**config.mk**
```make
export PLATFORM = sky130hd
export DESIGN_NAME = global_or_collector
export DESIGN_NICKNAME = d
export VERILOG_FILES = /design/src/rtl/global_or_collector_pkg.sv /design/src/rtl/global_or_collector_timer.sv /design/src/rtl/global_or_collector.sv
export SDC_FILE = /design/constraint.sdc
export NUM_CORES = 1
export LEC_CHECK = 0
export BUFFER_PORTS_ARGS = -buffer_cell sky130_fd_sc_hd__buf_4
export CAP_MARGIN = 20
export CELL_PAD_IN_SITES_DETAIL_PLACEMENT = 2
export CELL_PAD_IN_SITES_GLOBAL_PLACEMENT = 2
export CORE_MARGIN = 3
export CORE_UTILIZATION = 32
export DETAILED_ROUTE_END_ITERATION = 12
export PLACE_DENSITY_LB_ADDON = 0.1
export SKIP_CTS_REPAIR_TIMING = 1
export SLEW_MARGIN = 10
export SYNTH_ARGS = -nofsm -noshare
export SYNTH_HDL_FRONTEND = slang
export SYNTH_SLANG_ARGS = --single-unit
```
**constraint.sdc**
```tcl
create_clock -name clk -period 2.25 [get_ports clk]
set_clock_uncertainty 0.05 [all_clocks]
set_input_delay 0.225 -clock clk [delete_from_list [all_inputs] [get_ports clk]]
set_output_delay 0.225 -clock clk [all_outputs]
set_load 0.01 [all_outputs]
```
**src/rtl/global_or_collector_pkg.sv**
```systemverilog
// global_or_collector_pkg: shared FSM state encoding and timer sizing for the OR collector
package global_or_collector_pkg;

    typedef enum logic [1:0] {
        IDLE    = 2'd0,
        COLLECT = 2'd1,
        OUTPUT  = 2'd2
    } state_e;

    // A disabled timeout (0 cycles) still needs one bit of counter storage
    function automatic int timer_width(input int cycles);
        return (cycles < 1) ? 1 : $clog2(cycles + 1);
    endfunction

endpackage

```
**src/rtl/global_or_collector_timer.sv**
```systemverilog
// collect_timer: saturating cycle counter that measures how long a round has been collecting
module collect_timer
    import global_or_collector_pkg::*;
#(
    parameter int TIMEOUT_CYCLES = 255,
    parameter int TW             = timer_width(TIMEOUT_CYCLES)
) (
    input  logic          clk,
    input  logic          rst_n,
    input  logic          clr,
    input  logic          en,
    output logic [TW-1:0] count
);

    localparam logic [TW-1:0] SAT = TW'(TIMEOUT_CYCLES);

    logic [TW-1:0] count_q, count_d;

    // Clear wins over counting; counting stops at the saturation value
    always_comb begin
        count_d = clr ? '0 : (en && count_q != SAT) ? count_q + TW'(1) : count_q;
    end

    // Counter register
    always_ff @(posedge clk or negedge rst_n) begin
        if (!rst_n) count_q <= '0;
        else        count_q <= count_d;
    end

    assign count = count_q;

endmodule

```
**src/rtl/global_or_collector.sv**
```systemverilog
// global_or_collector: gathers one word per lane per round and emits their bitwise OR
module global_or_collector
    import global_or_collector_pkg::*;
#(
    parameter int DIMENSION            = 3,
    parameter int MATRIX_ELEMENT_WIDTH = 8,
    parameter int TIMEOUT_CYCLES       = 255
) (
    input  logic                                    clk,
    input  logic                                    rst_n,
    input  logic                                    start,
    input  logic [DIMENSION-1:0]                    in_valid,
    input  logic [0:DIMENSION*MATRIX_ELEMENT_WIDTH-1] in_data,
    output logic [DIMENSION-1:0]                    in_ready,
    output logic                                    out_valid,
    input  logic                                    out_ready,
    output logic [MATRIX_ELEMENT_WIDTH-1:0]         out_data,
    output logic [DIMENSION-1:0]                    out_mask,
    output logic                                    timeout,
    output logic                                    busy
);

    localparam int W  = MATRIX_ELEMENT_WIDTH;
    localparam int TW = timer_width(TIMEOUT_CYCLES);
    localparam logic [TW-1:0] LAST = (TIMEOUT_CYCLES == 0) ? '0 : TW'(TIMEOUT_CYCLES - 1);

    state_e                 state_q, state_d;
    logic [W-1:0]           acc_q, acc_d, out_data_q, out_data_d, acc_next;
    logic [DIMENSION-1:0]   mask_q, mask_d, out_mask_q, out_mask_d, take, mask_next;
    logic                   timeout_q, timeout_d, timer_clr, timer_en, done, expired;
    logic [TW-1:0]          timer;

    collect_timer #(
        .TIMEOUT_CYCLES (TIMEOUT_CYCLES),
        .TW             (TW)
    ) u_timer (
        .clk   (clk),
        .rst_n (rst_n),
        .clr   (timer_clr),
        .en    (timer_en),
        .count (timer)
    );

    assign in_ready  = (state_q == COLLECT) ? ~mask_q : '0;
    assign out_valid = (state_q == OUTPUT);
    assign busy      = (state_q != IDLE);
    assign out_data  = out_data_q;
    assign out_mask  = out_mask_q;
    assign timeout   = timeout_q;

    // Fold every lane transferring this cycle into the running OR and mask
    always_comb begin
        take     = in_valid & in_ready;
        acc_next = acc_q;
        for (int i = 0; i < DIMENSION; i++)
            if (take[i]) acc_next = acc_next | in_data[i*W +: W];
        mask_next = mask_q | take;
        done      = &mask_next;
        expired   = (TIMEOUT_CYCLES != 0) && (timer == LAST);
    end

    // Round sequencing; completion takes priority over a simultaneous timeout
    always_comb begin
        state_d    = state_q;
        acc_d      = acc_q;
        mask_d     = mask_q;
        out_data_d = out_data_q;
        out_mask_d = out_mask_q;
        timeout_d  = timeout_q;
        timer_clr  = 1'b0;
        timer_en   = 1'b0;
        case (state_q)
            IDLE: begin
                if (start) begin
                    state_d   = COLLECT;
                    acc_d     = '0;
                    mask_d    = '0;
                    timer_clr = 1'b1;
                end
            end
            COLLECT: begin
                timer_en = 1'b1;
                acc_d    = acc_next;
                mask_d   = mask_next;
                if (done || expired) begin
                    state_d    = OUTPUT;
                    out_data_d = acc_next;
                    out_mask_d = mask_next;
                    timeout_d  = !done;
                end
            end
            OUTPUT: begin
                if (out_ready) state_d = IDLE;
            end
            default: state_d = IDLE;
        endcase
    end

    // State, accumulator and held result registers
    always_ff @(posedge clk or negedge rst_n) begin
        if (!rst_n) begin
            state_q    <= IDLE;
            acc_q      <= '0;
            mask_q     <= '0;
            out_data_q <= '0;
            out_mask_q <= '0;
            timeout_q  <= 1'b0;
        end else begin
            state_q    <= state_d;
            acc_q      <= acc_d;
            mask_q     <= mask_d;
            out_data_q <= out_data_d;
            out_mask_q <= out_mask_d;
            timeout_q  <= timeout_d;
        end
    end

endmodule
```
==> results of run 1 <==
where the power goes:
group	internal [uW]	total [uW]	switching (uW)	leakage, uW
combinational	629	1320	693	0.000636
sequential	821	1010	191	0.000423
clock	242	450	207	0.0000443
state kept, by name (all words and copies together) (netlist names):
signal and count:
acc_q 8, out_data 8, u_timer.count 8, mask_q 3, out_mask 3, state_q 2, timeout 1
final cells by class:
type                       count  area, um^2
timing repair buffer          53         400
clock buffer                   7        86.3
sequential                    33         826
fill                         583        2900
inverter                       9        33.8
multi-input combinational    113         806
tap                           70        87.6
routing by layer:
metal / vias up / track usage
li1: 695 / -
met5: - / 0
met2: 36 / 0.299
met4: 0 / 0.0515
met1: 748 / 0.206
met3: 6 / 0.0488
metrics by stage:
stage / power, uW / setup WS, ps / std cells / hold WS, ps / cell area [um^2]
CTS: 2850 / 475 / 284 / -159 / 2230
finish: 2780 / 492 / 285 / 77.3 / 2240
global route: 3030 / 328 / 285 / 73.4 / 2240
floorplan: 1820 / 637 / 164 / -121 / 1720
detailed placement: 2380 / 489 / 277 / 159 / 2140
global placement: 2310 / 501 / 277 / 146 / 2140
placed cells by master, fill, tap and decap left out, drive strengths merged, types with 2 or more instances in the layout:
| cell type | instances |
|---|---|
| nor2 | 11 |
| and4bb | 3 |
| ha | 2 |
| a21boi | 2 |
| nand2b | 2 |
| mux2i | 6 |
| a21oi | 5 |
| inv | 9 |
| and3 | 2 |
| clkbuf | 7 |
| o2bb2ai | 6 |
| o21ai | 4 |
| mux2 | 6 |
| o211ai | 2 |
| buf | 52 |
| nor3 | 5 |
| nand2 | 25 |
| nand3 | 4 |
| o31ai | 3 |
| a221oi | 8 |
| dfrtp | 33 |
worst max path at each step:
stage / from / to / slack [ps] / cells past startpoint
floorplan: u_timer.count[0] / out_data[4] / 640 / 7
global placement: state_q[0] / out_data[0] / 500 / 4
detailed placement: state_q[0] / out_data[3] / 490 / 4
CTS: state_q[0] / acc_q[0] / 480 / 4
global route: state_q[0] / acc_q[0] / 330 / 4
finish: state_q[0] / out_data[3] / 490 / 4
kinds of logic after synthesis:
logic type	Yosys count
buf+inv	18
flops	33
mux	12
simple gates	60
fa+ha+maj	2
compound gates	39
==> results.yml, run 1 <==
outcome:
  status: "completed"
clock_network:
  tritoncts: "yes"
  clock_path_buffers: 2
  cts.sinks: 33
  clk-insertion-delay-late_ps: 290
  path_clk_slew_ps: 60
  htree_levels: 2
  cts_made_buffers: 5
  clock-root-buffer: "clkbuf_8"
setup_path:
  crit_family: "simple AND/OR/NAND/NOR gates"
  r2r-end: "out_data[3]"
  cp_num_buf_inv: 0
  r2r_setup_slack_ps: 490
  regToRegStartpoint: "state_q[0]"
  worstPathArrival_ps: 1880
  critPathCaptureType: "register"
  path_cells: "and4bb_1 -> a221oi_2 -> nand2_1 -> mux2_2"
  rr_worst_depth: 4
  critPathRequiredTime_ps: 2370
  max_stage_delay_ps: 480
  worstSetupStartpointType: "register"
  critPathMaxFanout: 11
  critPathKind: "register to register"
  critPathSlowestCell: "dfrtp_1"
sta:
  rsz0062_at_grt: "false"
  min_period_over_period: 0.781
  relSlewSlack: 0.677
  maxSlewViolCount: 0
  period_needed_ps: 1760
  hold_viol: 0
  fmaxAchievable_mhz: 569
  tns_ps: 0
  setup_viol: 0
  tightest_slew_ps: 484
min_path:
  hp-start: "out_ready"
  hp-class: "primary input to register"
  holdPathStages: 2
  hold_end: "state_q[1]"
synth:
  synth_warnings: 0
  synth_compound_area_frac: 0.198
  synth_top_family_by_area: "compound AO/OA/AOI/OAI gates"
  yosysMostFrequentCell: "dfrtp_1"
  ys_ff_latch: 33
  synth_area_per_cell_um2: 10.5
  yosysTopAreaCellShare: 0.481
  yosysSeqAreaShare: 0.481
  netlist_instances: 164
  synth_cell_type_count: 45
  ys_top_cells_by_count: "33 x dfrtp_1, 25 x nand2_1, 10 x nor2_1, 9 x inv_1"
  synth_area_leaders: "dfrtp_1 48%, nand2_1 5.5%, a221oi_2 5.3%, mux2_2 3.9%, mux2i_1 3.5%"
  netlist_area_um2: 1720
  muxShareOfSynthArea: 0.0744
  synth_edf_count: 0
  yosysTopAreaCell: "dfrtp_1"
  synth_xor_area_frac: 0
  synth_ff_type: "dfrtp_1"
  synthAdderAreaFrac: 0.0146
  async_flop_share: 1.00
  synth_simple_gate_area_frac: 0.182
  synth_nets: 197
placement:
  dpl.hpwl_mm: 3.83
  port_buffers: 47
  gp_congestion: 0.759
drt:
  wl_per_cell_um: 17.5
  met3WireLength_um: 268
  firstDrtPassIters: 4
  met1_length_mm: 2.12
  drtAntennaViolNets: 0
  routed_wl_mm: 4.99
  highest_layer: "met4"
  wl_met2_mm: 2.54
  drt_iter0_drc: 43
  vias: 1485
  vias_per_cell: 5.21
  drc: 0
global_routing:
  antenna_found_initial: 0
  gr-total-overflow: 0
  grt_pass1_wl_mm: 8.27
  grt_pass1_vias: 1653
  track_usage: 0.172
  grt_max_degree: 34
floorplanning:
  rows: 26
  start_util: 0.334
  pin_count: 48
  die_y_um: 79.2
  dieArea_um2: 6280
  core-area_um2: 5140
  die_w_um: 79.2
layout:
  syn2layout_area_growth_pct: 30.6
  final_core_util: 0.436
  drive_above_1_share: 0.363
  num_antenna_cells: 0
  nNetsFinal: 248
power_and_ir_drop:
  ir_drop_mv: 0.653
  p_per_area_nw_per_um2: 1240
  p_leak_uw: 0.00110
run:
  cap_violations: 0
No activity file was read; power rests on OpenSTA's default activity.
==> run 2: changes to the inputs <==
clock period = 1.7 ns   (was 2.25 ns; I/O delays follow)
==> run 2 against run 1 <==
Net effect:
- critical path depth unchanged
- combinational power increased by 58%
- sequential power increased by 29%
- wire length increased by 12%
- global-route usage increased by 1.8 points
- hold slack got worse by 39 ps
- utilization increased by 2.3 points
- largest cell class is now multi-input gates
- largest power group unchanged
- die area unchanged
==> results.yml, run 2 (same netlist as run 1, synthesis figures left out) <==
sta:
  maxSlewViolCount: 0
  tightest_slew_ps: 443
  relSlewSlack: 0.705
  hold_viol: 0
  fmaxAchievable_mhz: 603
  setup_viol: 0
  period_needed_ps: 1660
  rsz0062_at_grt: "true"
  min_period_over_period: 0.976
drt:
  vias_per_cell: 5.23
  vias: 1537
  routed_wl_mm: 5.61
  drtAntennaViolNets: 0
  wl_per_cell_um: 19.1
  drt_iter0_drc: 35
  drc: 0
  firstDrtPassIters: 4
power_and_ir_drop:
  ir_drop_mv: 0.814
  p_per_area_nw_per_um2: 1710
  p_comb_frac: 0.514
  p_leak_uw: 0.00118
  power_frac_clock: 0.165
  p_seq_frac: 0.322
  p_sw_frac: 0.393
  p_int_uw: 2450
  p_switching_uw: 1590
floorplanning:
  die_w_um: 79.2
  rows: 26
  start_util: 0.334
  core-area_um2: 5140
  dieArea_um2: 6280
  pin_count: 48
  die_y_um: 79.2
layout:
  syn2layout_area_growth_pct: 37.6
  final_core_util: 0.459
  final_cell_mix: "58 x buf_4, 33 x dfrtp_1, 25 x nand2_1, 10 x nor2_1, 9 x inv_1"
  drive_above_1_share: 0.424
  fin_cells: 294
  layout_commonest_cell: "buf_4"
  nNetsFinal: 256
  num_antenna_cells: 0
clock_network:
  htree_levels: 2
  tritoncts: "yes"
  path_clk_slew_ps: 70
  clock-root-buffer: "clkbuf_8"
  cts_made_buffers: 5
  clk-insertion-delay-late_ps: 290
  clock_path_buffers: 2
  cts.sinks: 33
run:
  cap_violations: 0
setup_path:
  critPathCaptureType: "register"
  worstPathArrival_ps: 1760
  worstSetupStartpointType: "register"
  critPathMaxFanout: 8
  critPathRequiredTime_ps: 1800
  critPathKind: "register to register"
placement:
  dpl.hpwl_mm: 4.29
  gp_congestion: 0.783
  dp.cells: 284
  port_buffers: 47
global_routing:
  grt_max_degree: 34
  grt_pass1_vias: 1775
  grt_pass1_wl_mm: 9.03
  gr-total-overflow: 0
  antenna_found_initial: 0
  track_usage: 0.190
outcome:
  status: "completed"
min_path:
  hp-class: "primary input to register"
run 2: worst paths after layout:
path,start,end,slack [ps],depth (start not counted)
min reg2reg,out_data[6],out_data[6],460,1
max reg2reg,state_q[1],acc_q[0],40,4
min,out_ready,state_q[1],40,2
max,state_q[1],acc_q[0],40,4
max in group asynchronous,rst_n,state_q[1],960,2
min in group asynchronous,rst_n,out_data[6],320,2
run 2: layout make-up:
class	count	area (um^2)
clock buffers	7	96.3
clock inverters	1	5.00
fillers	576	2780
inverters	9	33.8
multi-input cells	113	835
flip-flops and latches	33	826
well taps	70	87.6
repair buffers	61	477
run 2: per-stage QoR:
stage | setup WS (ps) | hold slack (ps) | total power, uW | instance area (um^2) | TNS [ps]
final | 41.0 | 38.5 | 4050 | 2360 | 0
after global routing | -79.0 | 33.6 | 4370 | 2360 | -266
after CTS | -77.7 | -214 | 4050 | 2310 | -167
after detailed placement | 6.46 | 98.9 | 3370 | 2210 | 0
after global placement | 92.2 | 91.6 | 3220 | 2210 | 0
after floorplan | 87.5 | -176 | 2410 | 1720 | 0
run 2: critical path: stages, from the launching register on:
cell      delay, ps
dfrtp_1         410
and4bb_2        350
a221oi_1        310
a21boi_1        280
o21ai_0         130
run 2: power by group through the flow:
stage / Sequential (uW) / Combinational (uW) / Clock, uW
2_1_floorplan: 1330 / 1080 / 0
3_3_place_gp: 1290 / 1930 / 0
4_1_cts: 1300 / 2060 / 681
6_report: 1300 / 2080 / 666
3_5_place_dp: 1310 / 2050 / 0
5_1_grt: 1350 / 2300 / 720
run 2: metal layers:
metal / GRT usage / share of wire / wire length, um
met5: 0 / 0 / 0
met4: 0.0584 / 0.0061 / 34
met3: 0.0499 / 0.040 / 226
met2: 0.344 / 0.55 / 3110
met1: 0.216 / 0.40 / 2240
==> run 3: changes to the inputs <==
PLACE_DENSITY = 0.91   (was unset)
PLACE_DENSITY_LB_ADDON = unset   (was 0.1)
==> run 3 against run 2 <==
Net effect:
- wire length up 2.2%
- fmax down 0.68%
- design area down 2.0%
- via count down 1.2%
- largest cell class unchanged
- critical path type unchanged
- highest routed layer unchanged
- setup slack worse by 11 ps
- register-to-register slack about the same
- flip-flop and latch count unchanged
- critical path depth up 1
- total power down 2.8%
==> results.yml, run 3 (same netlist as run 1, synthesis figures left out) <==
sta:
  tightest_slew_ps: 449
  hold_slack_ps: 54.7
  maxSlewViolCount: 0
  fmaxAchievable_mhz: 599
  hold_viol: 0
  min_period_over_period: 0.983
  setup_slack_ps: 29.7
  setup_viol: 0
  period_needed_ps: 1670
  relSlewSlack: 0.701
placement:
  port_buffers: 47
  gp_congestion: 0.767
  dpl-instance-area_um2: 2180
  dp_slack_ps: -45.3
  dpl.hpwl_mm: 4.39
clock_network:
  clock_path_buffers: 2
  clk-insertion-delay-late_ps: 280
  tritoncts: "yes"
  path_clk_slew_ps: 70
  htree_levels: 2
  cts_made_buffers: 5
  clock-root-buffer: "clkbuf_8"
  cts.sinks: 33
setup_path:
  regToRegStartpoint: "state_q[1]"
  r2r-end: "u_timer.count[5]"
  critPathRequiredTime_ps: 1800
  worstSetupStartpointType: "register"
  critPathKind: "register to register"
  r2r_setup_slack_ps: 30
  worstSetupStartpoint: "state_q[1]"
  critPathCaptureType: "register"
  crit_end: "u_timer.count[5]"
  critPathMaxFanout: 6
  rr_worst_depth: 5
  worstPathArrival_ps: 1770
layout:
  drive_above_1_share: 0.417
  fin_area_um2: 2310
  final_cell_mix: "53 x buf_4, 31 x dfrtp_1, 25 x nand2_1, 10 x nor2_1, 9 x inv_1"
  nNetsFinal: 252
  final_core_util: 0.450
  syn2layout_area_growth_pct: 34.9
  num_antenna_cells: 0
  layout_commonest_cell: "buf_4"
floorplanning:
  rows: 26
  die_y_um: 79.2
  pin_count: 48
  die_w_um: 79.2
  start_util: 0.334
  dieArea_um2: 6280
  core-area_um2: 5140
drt:
  routed_wl_mm: 5.73
  wl_per_cell_um: 19.9
  vias_per_cell: 5.27
  drtAntennaViolNets: 0
  vias: 1518
  firstDrtPassIters: 3
  drc: 0
  drt_iter0_drc: 48
global_routing:
  grt_pass1_vias: 1709
  gr-total-overflow: 0
  grt_pass1_wl_mm: 9.14
  antenna_found_initial: 0
  grt_max_degree: 34
  track_usage: 0.193
power_and_ir_drop:
  ir_drop_mv: 0.656
  finalPower_uw: 3930
  p_per_area_nw_per_um2: 1700
  p_leak_uw: 0.00114
run:
  cap_violations: 0
outcome:
  status: "completed"
min_path:
  hp-class: "primary input to register"
-- run 3: final cells by class --
type                            count  area (um^2)
Tap cell                           70         87.6
Clock buffer                        5         68.8
Timing Repair Buffer               57          450
Fill cell                         585         2830
Sequential cell                    33          828
Inverter                            9         33.8
Clock inverter                      1         5.00
Multi-Input combinational cell    113          840
-- run 3: power breakdown --
group          leakage (uW)  internal [uW]  switching (uW)
combinational      0.000681            972            1050
clock             0.0000399            269             281
sequential         0.000420           1090             263
total               0.00114           2330            1600
-- run 3: how the worst min path moves through the flow --
stage / start / endpoint / slack (ps) / cells past startpoint
2_1_floorplan: rst_n / acc_q[0] / -180 / 0
3_3_place_gp: rst_n / out_mask[0] / 100 / 1
3_5_place_dp: rst_n / mask_q[0] / 100 / 1
4_1_cts: rst_n / mask_q[0] / -220 / 1
5_1_grt: out_ready / state_q[1] / 50 / 2
6_report: out_ready / state_q[1] / 50 / 2
-- run 3: worst max-delay path: stages, from the launching register on --
cell      delay (ps)
dfrtp_2          450
buf_4            160
o21bai_2         210
or3_4            390
o211ai_1         180
o31ai_1          100
-- run 3: per-stage QoR --
step / setup TNS, ps / instances
2_1_floorplan: 0 / 164
3_3_place_gp: 0 / 280
3_5_place_dp: -149 / 280
4_1_cts: -382 / 286
5_1_grt: -36.4 / 288
6_report: 0 / 288
-- run 3: metal layers --
| metal | up-vias | global-route usage | share of wire |
|---|---|---|---|
| met4 | 0 | 0.0550 | 0.0075 |
| li1 | 703 | - | - |
| met2 | 42 | 0.344 | 0.51 |
| met5 | - | 0 | 0 |
| met3 | 5 | 0.0465 | 0.048 |
| met1 | 768 | 0.229 | 0.44 |
